==> src/rtl/tmds_ddr_serializer.sv <==
// TMDS DDR serializer: 2-entry symbol FIFO, 5-phase bit-pair splitter,
// fixed clock-channel pattern and idle-symbol substitution on underflow.

// One output lane: picks bit pair {2p+1, 2p} of a 10-bit symbol and registers it.
module tmds_ddr_lane (
    input  logic       i_clk,
    input  logic       i_aclr,
    input  logic       i_en,
    input  logic [9:0] i_sym,
    input  logic [2:0] i_phase,
    output logic       o_h,
    output logic       o_l
);
    // Phase only ever reaches 4, so both indices stay inside 0..9.
    logic [3:0] w_idx_h;
    logic [3:0] w_idx_l;

    assign w_idx_h = {i_phase, 1'b0};
    assign w_idx_l = {i_phase, 1'b1};

    // Register the selected pair; a disabled lane drives zeros.
    always_ff @(posedge i_clk or negedge i_aclr) begin
        if (!i_aclr) begin
            o_h <= 1'b0;
            o_l <= 1'b0;
        end else begin
            o_h <= i_en & i_sym[w_idx_h];
            o_l <= i_en & i_sym[w_idx_l];
        end
    end
endmodule

module tmds_ddr_serializer #(
    parameter int         NCH      = 3,
    parameter logic [9:0] IDLE_SYM = 10'b1101010100
) (
    input  logic              i_clk,
    input  logic              i_aclr,
    input  logic [10*NCH-1:0] i_sym_in,
    input  logic              i_sym_valid,
    output logic              o_sym_ready,
    input  logic              i_en,
    output logic [NCH:0]      o_dout_h,
    output logic [NCH:0]      o_dout_l,
    output logic              o_dout_oe,
    output logic [2:0]        o_phase,
    output logic              o_underflow,
    output logic [15:0]       o_underflow_cnt
);
    localparam int         W       = 10 * NCH;
    localparam logic [9:0] CLK_PAT = 10'b0000011111;

    logic [W-1:0]  r_mem [2];
    logic          r_wptr;
    logic          r_rptr;
    logic [1:0]    r_cnt;
    logic [W-1:0]  r_shift;
    logic [2:0]    r_phase;
    logic          r_oe;
    logic          r_underflow;
    logic [15:0]   r_ucnt;

    logic          w_empty;
    logic          w_push;
    logic          w_pop;
    logic          w_load;
    logic          w_subst;
    logic [W-1:0]  w_sym;

    // Ready depends on occupancy only: a full FIFO refuses even if it pops this cycle.
    assign o_sym_ready = (r_cnt < 2'd2);
    assign w_empty     = (r_cnt == 2'd0);
    assign w_push      = i_sym_valid & o_sym_ready;
    assign w_load      = i_en & (r_phase == 3'd0);
    // The load sees only pre-push contents, so a push in a load cycle waits a symbol.
    assign w_pop       = w_load & ~w_empty;
    assign w_subst     = w_load & w_empty;

    // Symbol feeding the lanes: freshly loaded in phase 0, else the held one.
    assign w_sym = !w_load ? r_shift :
                   w_empty ? {NCH{IDLE_SYM}} : r_mem[r_rptr];

    // FIFO storage needs no reset; occupancy tracking decides what is valid.
    always_ff @(posedge i_clk) begin
        if (w_push) r_mem[r_wptr] <= i_sym_in;
    end

    // FIFO pointers and occupancy.
    always_ff @(posedge i_clk or negedge i_aclr) begin
        if (!i_aclr) begin
            r_wptr <= 1'b0;
            r_rptr <= 1'b0;
            r_cnt  <= 2'd0;
        end else begin
            if (w_push) r_wptr <= ~r_wptr;
            if (w_pop)  r_rptr <= ~r_rptr;
            case ({w_push, w_pop})
                2'b10:   r_cnt <= r_cnt + 2'd1;
                2'b01:   r_cnt <= r_cnt - 2'd1;
                default: r_cnt <= r_cnt;
            endcase
        end
    end

    // Phase counter 0..4 while enabled, parked at 0 otherwise.
    always_ff @(posedge i_clk or negedge i_aclr) begin
        if (!i_aclr)                r_phase <= 3'd0;
        else if (!i_en)             r_phase <= 3'd0;
        else if (r_phase == 3'd4)   r_phase <= 3'd0;
        else                        r_phase <= r_phase + 3'd1;
    end

    // Hold the loaded symbol for phases 1..4.
    always_ff @(posedge i_clk or negedge i_aclr) begin
        if (!i_aclr)     r_shift <= '0;
        else if (w_load) r_shift <= w_sym;
    end

    // Output enable trails en by one cycle, underflow pulse and saturating count.
    always_ff @(posedge i_clk or negedge i_aclr) begin
        if (!i_aclr) begin
            r_oe        <= 1'b0;
            r_underflow <= 1'b0;
            r_ucnt      <= 16'd0;
        end else begin
            r_oe        <= i_en;
            r_underflow <= w_subst;
            if (w_subst && r_ucnt != 16'hFFFF) r_ucnt <= r_ucnt + 16'd1;
        end
    end

    // Data lanes plus the clock lane, which serializes a constant pattern.
    generate
        for (genvar k = 0; k < NCH; k++) begin : g_lane
            tmds_ddr_lane u_lane (
                .i_clk   (i_clk),
                .i_aclr  (i_aclr),
                .i_en    (i_en),
                .i_sym   (w_sym[10*k +: 10]),
                .i_phase (r_phase),
                .o_h     (o_dout_h[k]),
                .o_l     (o_dout_l[k])
            );
        end
    endgenerate

    tmds_ddr_lane u_clk_lane (
        .i_clk   (i_clk),
        .i_aclr  (i_aclr),
        .i_en    (i_en),
        .i_sym   (CLK_PAT),
        .i_phase (r_phase),
        .o_h     (o_dout_h[NCH]),
        .o_l     (o_dout_l[NCH])
    );

    assign o_phase         = r_phase;
    assign o_dout_oe       = r_oe;
    assign o_underflow     = r_underflow;
    assign o_underflow_cnt = r_ucnt;
endmodule

==> config.mk <==
export PLATFORM = sky130hd
export DESIGN_NAME = tmds_ddr_serializer
export DESIGN_NICKNAME = d
export VERILOG_FILES = /design/src/rtl/tmds_ddr_serializer.sv
export SDC_FILE = /design/constraint.sdc
export NUM_CORES = 1
export LEC_CHECK = 0
export ABC_AREA = 1
export CAP_MARGIN = 20
export CORE_MARGIN = 1
export CORE_UTILIZATION = 50
export CTS_CLUSTER_SIZE = 14
export DETAILED_ROUTE_END_ITERATION = 10
export HOLD_SLACK_MARGIN = 0.12
export PLACE_DENSITY = 0.79
export SYNTH_ARGS = -nofsm -noshare
export SYNTH_HDL_FRONTEND = slang
export SYNTH_SLANG_ARGS = --single-unit
==> constraint.sdc <==
create_clock -name i_clk -period 2.1 [get_ports i_clk]
set_input_delay 0.21 -clock i_clk [delete_from_list [all_inputs] [get_ports i_clk]]
set_output_delay 0.21 -clock i_clk [all_outputs]
set_load 0.05 [all_outputs]
==> qor.yml, run 1 <==
crit_path_start: "o_underflow_cnt[11]"
vdd_ir_drop_max_mv: 0.734
p_switching_mw: 3.02
drive_gt1_frac: 0.109
cp_max_fo: 6
initial_core_util: 0.518
port_buffers: 63
dieArea_mm2: 0.0112
grt_max_degree: 42
cp.required_ps: 1890
internal_power_mw: 5.78
wl_mm: 10.3
fmax_mhz: 496
min_period_over_period: 0.960
setup_violations: 0
rows: 37
wl_per_cell_um: 13.6
tns_ps: 0
num_io_pins: 64
total_power_mw: 8.80
antenna_left: 0
synth_top_area_share: 0.335
routed_via_density: 4.93
postLayoutCellArea_mm2: 0.00674
vias: 3752
drv_cap: 0
clock_skew_ps: 8.88
min_period_ps: 2020
ys_top_cells_by_area: "edfxtp_1 (34%), dfrtp_1 (29%), nand2_1 (13%)"
die_h_um: 106
avgSynthCellArea_um2: 9.97
cp-endpoint: "o_underflow_cnt[11]"
die_w_um: 106
sequentialPowerShare: 0.389
cts_buffer_depth: 2
n_antenna_cell: 0
switching_share: 0.343
tightest_slew_ps: 575
yosysSeqAreaShare: 0.629
core_mm2: 0.0104
hold_class: "in2async"
cts_tree: "built"
cp_slowest_cell: "clkdlybuf4s50_1"
drc: 0
cts.sinks: 123
leakage_nw: 3.09
hold_viol_final: 0
netlist_instances: 539
cts_made_buffers: 17
synth-seq-cells: 123
power.density_mw_per_mm2: 1310
yosys_warnings: 0
path_buf_inv: 1
rsz0062_at_grt: "no"
clk_pin_slew_ps: 60
antenna_found_initial: 0
area_growth_pct: 25.4
synth_top_area_cell: "edfxtp_1"
worstSetupEndpointType: "output pin"
grt_first_pass_wirelength_mm: 17.8
placed_area_mm2: 0.00617
relSlewSlack: 0.617
grt_pass1_vias: 3911
dp.final_hpwl_mm: 7.04
path_cells: "clkdlybuf4s50_1"
clock_latency_ps: 520
htree_levels: 4
final_nets: 651
timing.rr.start: "o_phase[0]"
netlist_area_mm2: 0.00537
grt_overflow: 0
cp_top_family: "buffers and inverters"
cts-root-buf: "clkbuf_8"
combPwrFrac: 0.301
ys_types: 26
timing.final.ws_setup_ps: 83.1
r2r_slack_ps: 210
reg2reg_to: "g_lane[2].u_lane.o_h"
cp_slowest_stage_delay_ps: 840
cts_setup_buffers: 0
gr-usage-all-layers: 0.208
drt_iter0_markers: 206
dr.pass1.iters: 4
worst-path-stages: 1
clock_power_share: 0.310
dp_slack_ps: 133
crit_arrival_ps: 1810
drv_slew: 0
synth_nets: 578
gp_congestion: 0.824
r2r_cells: 12
run_status: "finished, final reports clean"
start_kind: "flop"
worst-setup-path-type: "reg2out"
-- worst min-delay path by stage --
stage,startpoint,end,cells past startpoint
after floorplan,i_aclr,g_lane[0].u_lane.o_h,0
after global placement,i_aclr,o_underflow_cnt[5],1
after detailed placement,i_aclr,o_underflow_cnt[5],1
after CTS,i_aclr,o_underflow_cnt[5],2
after global routing,i_sym_in[9],r_mem[0][9],1
final,i_aclr,o_underflow_cnt[5],2
-- per-layer routing --
layer	vias up	global-route usage	part of all wire
met4	0	0.0744	0.010
met2	119	0.363	0.52
met3	14	0.0538	0.048
met1	1767	0.248	0.43
met5	-	0	0
li1	1852	-	-
-- stage by stage --
step / hold slack (ps) / cells / utilization
2_1_floorplan: -85.6 / 539 / -
3_3_place_gp: 226 / 728 / 0.595
3_5_place_dp: 237 / 728 / 0.595
4_1_cts: 236 / 761 / 0.650
5_1_grt: 247 / 761 / 0.650
6_report: 221 / 761 / 0.650
-- cell usage in the layout (no fill, tap or decap), drive strengths merged --
| cell type | Yosys | layout |
|---|---|---|
| a21oi | 7 | 7 |
| o21ai | 19 | 19 |
| xnor2 | 5 | 5 |
| bufinv | 0 | 2 |
| inv | 70 | 70 |
| clkinvlp | 0 | 3 |
| dfrtp | 63 | 63 |
| nor2 | 22 | 22 |
| clkdlybuf4s50 | 0 | 59 |
| a21boi | 12 | 12 |
| nor3 | 6 | 6 |
| xor2 | 12 | 12 |
| nand4 | 2 | 2 |
| clkbuf | 1 | 20 |
| nand2 | 189 | 189 |
| clkinv | 3 | 10 |
| a22oi | 6 | 6 |
| buf | 23 | 15 |
| dlygate4sd2 | 0 | 3 |
| edfxtp | 60 | 60 |
| ha | 5 | 5 |
| nand3 | 34 | 34 |
| dlygate4sd3 | 0 | 1 |
-- power by group through the flow --
| stage | registers (mW) | logic (mW) | clock network (mW) |
|---|---|---|---|
| final | 3.42 | 2.65 | 2.73 |
| after CTS | 3.42 | 2.69 | 2.76 |
| after detailed placement | 3.47 | 2.65 | 0 |
| after global routing | 3.47 | 2.96 | 2.88 |
| after floorplan | 3.61 | 1.76 | 0 |
| after global placement | 3.44 | 2.57 | 0 |
-- synth_stat cells (all sizes together) --
cell type,instances
xnor2,5
nor2,22
nor3,6
edfxtp,60
inv,70
nand2,189
nand3,34
a21oi,7
a22oi,6
o21ai,19
ha,5
buf,23
dfrtp,63
a21boi,12
xor2,12
nand4,2
clkinv,3
clkbuf,1
-- cell families (layout without fill, tap and decap cells) --
kind of cell               after synthesis  after routing  share of synthesized area
xor gates and xnor gates                17             17                     0.0277
adders and majority gates                5              5                     0.0116
AOI/OAI and AO/OA                       44             44                     0.0549
buffers and inverters                   97            183                     0.0808
and+or+nand+nor                        253            253                      0.196
DFF                                    123            123                      0.629
-- flip-flops by register name, indices dropped and copies added, names as in the netlist --
register           flops
u_clk_lane.o_h         1
g_lane.u_lane.o_h      3
g_lane.u_lane.o_l      3
r_shift               30
o_phase                3
o_dout_oe              1
r_cnt                  2
r_wptr                 1
u_clk_lane.o_l         1
o_underflow_cnt       16
r_mem                 60
r_rptr                 1
o_underflow            1
-- layout make-up --
cell class / instances / area (um^2)
multi-input combinational: 319 / 1580
tap: 136 / 170
clock buffer: 20 / 435
fill: 823 / 3630
inverter: 73 / 277
timing repair buffer: 78 / 774
clock inverter: 12 / 124
sequential: 123 / 3380
-- what timing repair did --
action,4_1_cts,5_1_grt
hold buffers,1,0
endpoints found under the hold margin,22,0
gates resized for setup,3,0
setup endpoints to repair,3,0
No activity file was read; power rests on OpenSTA's default activity.
==> inputs of run 2 (changes only) <==
--- a/config.mk
+++ b/config.mk
@@ -13,6 +13,7 @@
 export DETAILED_ROUTE_END_ITERATION = 10
 export HOLD_SLACK_MARGIN = 0.12
 export PLACE_DENSITY = 0.79
+export SLEW_MARGIN = 10
 export SYNTH_ARGS = -nofsm -noshare
 export SYNTH_HDL_FRONTEND = slang
 export SYNTH_SLANG_ARGS = --single-unit
==> results of run 2 <==
No change in the layout: final DEF, timing and power equal those of run 1.
==> edit 1 (flow settings as in run 1) <==
Set the parameter `NCH` to 6 (it was 3).
--- a/src/rtl/tmds_ddr_serializer.sv
+++ b/src/rtl/tmds_ddr_serializer.sv
@@ -31,7 +31,7 @@
 endmodule
 
 module tmds_ddr_serializer #(
-    parameter int         NCH      = 3,
+    parameter int         NCH      = 6,
     parameter logic [9:0] IDLE_SYM = 10'b1101010100
 ) (
     input  logic              i_clk,
Ports: changed (resized i_sym_in, o_dout_h and o_dout_l); port bits go from 64 to 100. No check against the original RTL was run, so the function may have changed too.
==> edit 1 against run 1 <==
- the flow now finishes with violations (design-rule violations)
- core utilization decreased by 2.0 points
- sequential power increased by 82%
- setup slack got worse by 27 ps
- clock skew increased by 6.6 ps
- critical endpoint is now o_sym_ready
- wire length increased by 95%
- worst hold slack got worse by 17 ps
- highest routed layer unchanged
- global-route usage increased by 0.93 points
- cell count increased by 72%
- sequential cell count increased by 96
- area after synthesis increased by 74%
- non-clock buffer count increased by 46
- critical path depth increased by 1
- cell area increased by 70%
- largest power group unchanged
- power increased by 72%
==> edit 1: results (changes against run 1) <==
clock-root-buffer: "clkbuf_16"
synth-xor-area-share: 0.0140  # -0.0137
post-place-ws_ps: 59.0  # -74.4 ps
finalWorstSetupSlack_ps: 56.5  # -26.6 ps
synth_cells: 967  # +79%
synth_edf_count: 120  # +100%
grt_max_degree: 61  # +45%
synth_fp_nets: 1036  # +79%
status: "finished with violations"
hold_ws_ps: 205  # -16.9 ps
numCtsBuffers: 23  # +6
synth_compound_area_frac: 0.0262  # -0.0288
portBuffers: 99  # +57%
worstReg2RegEnd: "g_lane[2].u_lane.o_l"
arrival_ps: 1830  # +20 ps
violations: "design-rule violations"
cp-startpoint: "r_cnt[1]"
final_util: 0.630  # -0.0204
async_flop_share: 0.452  # -0.0601
p_sw_mw: 5.33  # +77%
fill_cells: 1411  # +71%
synth_common_cells: "356 x nand2_1, 120 x edfxtp_1, 119 x inv_1"
place_hpwl_um: 13500  # +91%
diodes: 0  # unchanged
pg_seq_mw: 6.22  # +82%
skew_ps: 15.5  # +6.65 ps
drt_iter0_markers: 567  # +180%
cp_top_family: "buffers and inverters"
placed_cell_area_um2: 10700  # +73%
grt_pass1_wl_um: 33000  # +85%
drc: 6  # +6
drive_gt1_frac: 0.0724  # -0.0364
critical_path.endpoint: "o_sym_ready"
finalPower_mw: 15.1  # +72%
crit_path_max_incr_delay_ps: 800  # -40 ps
gr-usage-all-layers: 0.217  # +0.00927
largest_register_ffs: 120  # +100%
maxSlewHeadroom: 0.651  # +0.0345
ys_top_cells_by_area: "edfxtp_1 38%, dfrtp_1 26%, nand2_1 14%"
hold_path.class: "in2async"
synth_fa_ha_area_frac: 0.00667  # -0.00497
finalNonFillerCells: 1306  # +72%
gp_congestion: 0.888  # +7.8%
r2r_start: "o_phase[0]"
vias: 6731  # +79%
clock_power_mw: 4.04  # +48%
routed_wl_um: 20200  # +95%
firstDrtPassIters: 10  # +6
critPathMaxFanout: 3  # -3
ir_drop_v: 0.000775  # +5.5%
clk_path_buf_depth: 3  # +1
fin_nets: 1129  # +73%
htreeDepth: 1  # -3
grt_pass1_vias: 6525  # +67%
p_leak_nw: 5.20  # +68%
ys_seq_area_frac: 0.649  # +0.0201
[edit 1: logic make-up after synthesis]
family                     Yosys count
buffers and inverters              178
xor gates and xnor gates            15
AOI/OAI and AO/OA                   46
adders and majority gates            5
and+or+nand+nor                    504
DFF                                219
[edit 1: area by class of cell]
class / instances / area share
Inverter: 122 / 0.0406
Clock buffer: 27 / 0.0526
Timing Repair Buffer: 124 / 0.110
Sequential cell: 219 / 0.533
Multi-Input combinational cell: 570 / 0.225
Clock inverter: 15 / 0.0136
Tap cell: 229 / 0.0251
[edit 1: metal layers]
| metal | vias to the layer above | part of all wire | global-route usage |
|---|---|---|---|
| met2 | 259 | 0.50 | 0.374 |
| met4 | 0 | 0.022 | 0.0684 |
| met5 | - | 0 | 0 |
| met1 | 3192 | 0.41 | 0.281 |
| met3 | 37 | 0.071 | 0.0383 |
| li1 | 3243 | - | - |
[edit 1: what timing repair did]
action                     CTS  global route
gates resized for setup      2             0
hold endpoints to repair    98             0
setup endpoints to repair    2             0
hold buffers                 1             0
==> edit 2 (settings of run 1) <==
Without the edit above. Put one more register stage on the output `o_underflow_cnt`, cleared by the reset. The value now appears one clock later. The other outputs are not delayed to match.
--- a/src/rtl/tmds_ddr_serializer.sv
+++ b/src/rtl/tmds_ddr_serializer.sv
@@ -157,6 +157,12 @@
     assign o_phase         = r_phase;
     assign o_dout_oe       = r_oe;
     assign o_underflow     = r_underflow;
-    assign o_underflow_cnt = r_ucnt;
+    always_ff @(posedge i_clk or negedge i_aclr) begin
+        if (!i_aclr) begin
+            o_underflow_cnt <= '0;
+        end else begin
+            o_underflow_cnt <= r_ucnt;
+        end
+    end
 endmodule
 
Check against the original RTL: not equivalent (Yosys sat finds a counterexample within 4 cycles, from zero or initial values).
==> edit 2 against run 1 <==
- count of clock-buffer cells in the layout shrank 2
- setup slack improved by 8.5 ps
- global-route usage shrank 0.31 points
- clock power decreased by 2%
- register-to-register slack better by 110 ps
- synthesized cell count increased by 2.2%
- cell area rose by 5.6%
- area after synthesis grew 7.3%
- wire length rose by 4.7%
- power rose by 4.0%
- die area increased by 7.2%
- sequential cell count is 16 higher
- largest cell class unchanged
- highest routed layer unchanged
==> edit 2: results (changes against run 1) <==
grt_pass1_wl_um: 18100  # +1.5%
synth_edf_count: 60  # unchanged
dr_wl_met2_um: 5330  # -0.28%
fin_nets: 660  # +1.4%
synth_top_cell_area_share: 0.343  # +0.00746
worstReg2RegEnd: "g_lane[0].u_lane.o_l"
p_leak_nw: 3.24  # +4.6%
synth_common_cells: "185 x nand2_1, 79 x dfrtp_1, 63 x inv_1"
place_inst: 741  # +1.8%
yosysWarnings: 0  # unchanged
status: "completed"
crit_path_max_incr_delay_ps: 830
clk_path_buf_depth: 2  # unchanged
firstDrtPassIters: 4  # unchanged
clkLatencyLatePin_ps: 410  # -110 ps
grt_max_degree: 45  # +7.1%
routed-wl-met3_um: 584  # +19%
synth_compound_area_frac: 0.0510  # -0.00397
place_hpwl_um: 7410  # +5.3%
async_flop_share: 0.568  # +0.0562
cp_top_family: "buffers and inverters"
ir_drop_v: 0.000820  # +12%
gp_congestion: 0.857  # +4.0%
clock-root-buffer: "clkbuf_16"
reg2reg_slack_ps: 320  # +110 ps
placed_cell_area_um2: 6570  # +6.4%
hold_ws_ps: 343  # +121 ps
htreeDepth: 4  # unchanged
drt_iter0_markers: 164  # -20%
synth-xor-area-share: 0.0273  # -0.000375
hold_path.class: "in2async"
synth_mux_area_frac: 0  # unchanged
synth_fa_ha_area_frac: 0.0108  # -0.000795
start_util: 0.523  # +0.00469
post-place-ws_ps: 215  # +81.7 ps
ys_seq_area_frac: 0.655  # +0.0265
drive_gt1_frac: 0.0995  # -0.00927
ctsResizeCount: 0  # -3
wl_met1_um: 4660  # +5.9%
vias: 3857  # +2.8%
synth.avg_cell_area_um2: 10.5  # +5.0%
critPathMaxFanout: 12  # +6
gr-usage-all-layers: 0.205  # -0.00307
maxSlewHeadroom: 0.618  # +0.00162
ys_types: 27  # +3.8%
finalNonFillerCells: 773  # +1.6%
skew_ps: 4.13  # -4.74 ps
ys_top_cells_by_area: "dfrtp_1 34%, edfxtp_1 31%, nand2_1 12%"
antenna_found_initial: 0  # unchanged
routedWlPerCell_um: 14.0  # +3.1%
synth_fp_nets: 590  # +2.1%
diodes: 0  # unchanged
reg2reg_depth: 9  # -3
r2r_start: "o_phase[2]"
edit 2: power breakdown:
group	switching [mW]	total (mW)	leakage [nW]	internal, mW
sequential	0.282	3.82	1.51	3.54
clock	1.07	2.67	0.240	1.60
combinational	1.76	2.66	1.49	0.901
edit 2: worst max path at each step:
stage                          start                   end  slack (ps)  depth (start not counted)
after floorplan             r_cnt[1]           r_mem[0][0]        -120                          3
after detailed placement        i_en  g_lane[0].u_lane.o_l         210                          9
final                     o_phase[1]            o_phase[1]          90                          2
after global placement          i_en  g_lane[1].u_lane.o_l         220                          9
after CTS                 o_phase[0]            o_phase[0]          80                          2
after global routing      o_phase[0]            o_phase[0]          40                          2
edit 2: cell type report:
| class | instances | area, µm² |
|---|---|---|
| fillers | 861 | 3920 |
| flip-flops and latches | 139 | 3780 |
| multi-input cells | 316 | 1570 |
| repair buffers | 75 | 783 |
| clock buffers | 18 | 429 |
| inverters | 72 | 272 |
| well taps | 140 | 175 |
| clock inverters | 13 | 104 |
edit 2: per-layer routing:
layer	track usage	vias up
met5	0	-
met4	0.100	0
met3	0.0551	27
met2	0.332	123
met1	0.256	1830
li1	-	1877
edit 2: timing repair:
item | CTS | global route
hold buffers | 1 | 0
hold endpoints to repair | 43 | 0
setup endpoints to repair | 0 | 0
edit 2: logic make-up (layout without fill, tap and decap cells):
family,after synthesis,count (layout)
and+or+nand+nor,250,250
buffers and inverters,96,178
AOI/OAI and AO/OA,43,43
xor gates and xnor gates,18,18
adders and majority gates,5,5
DFF,139,139
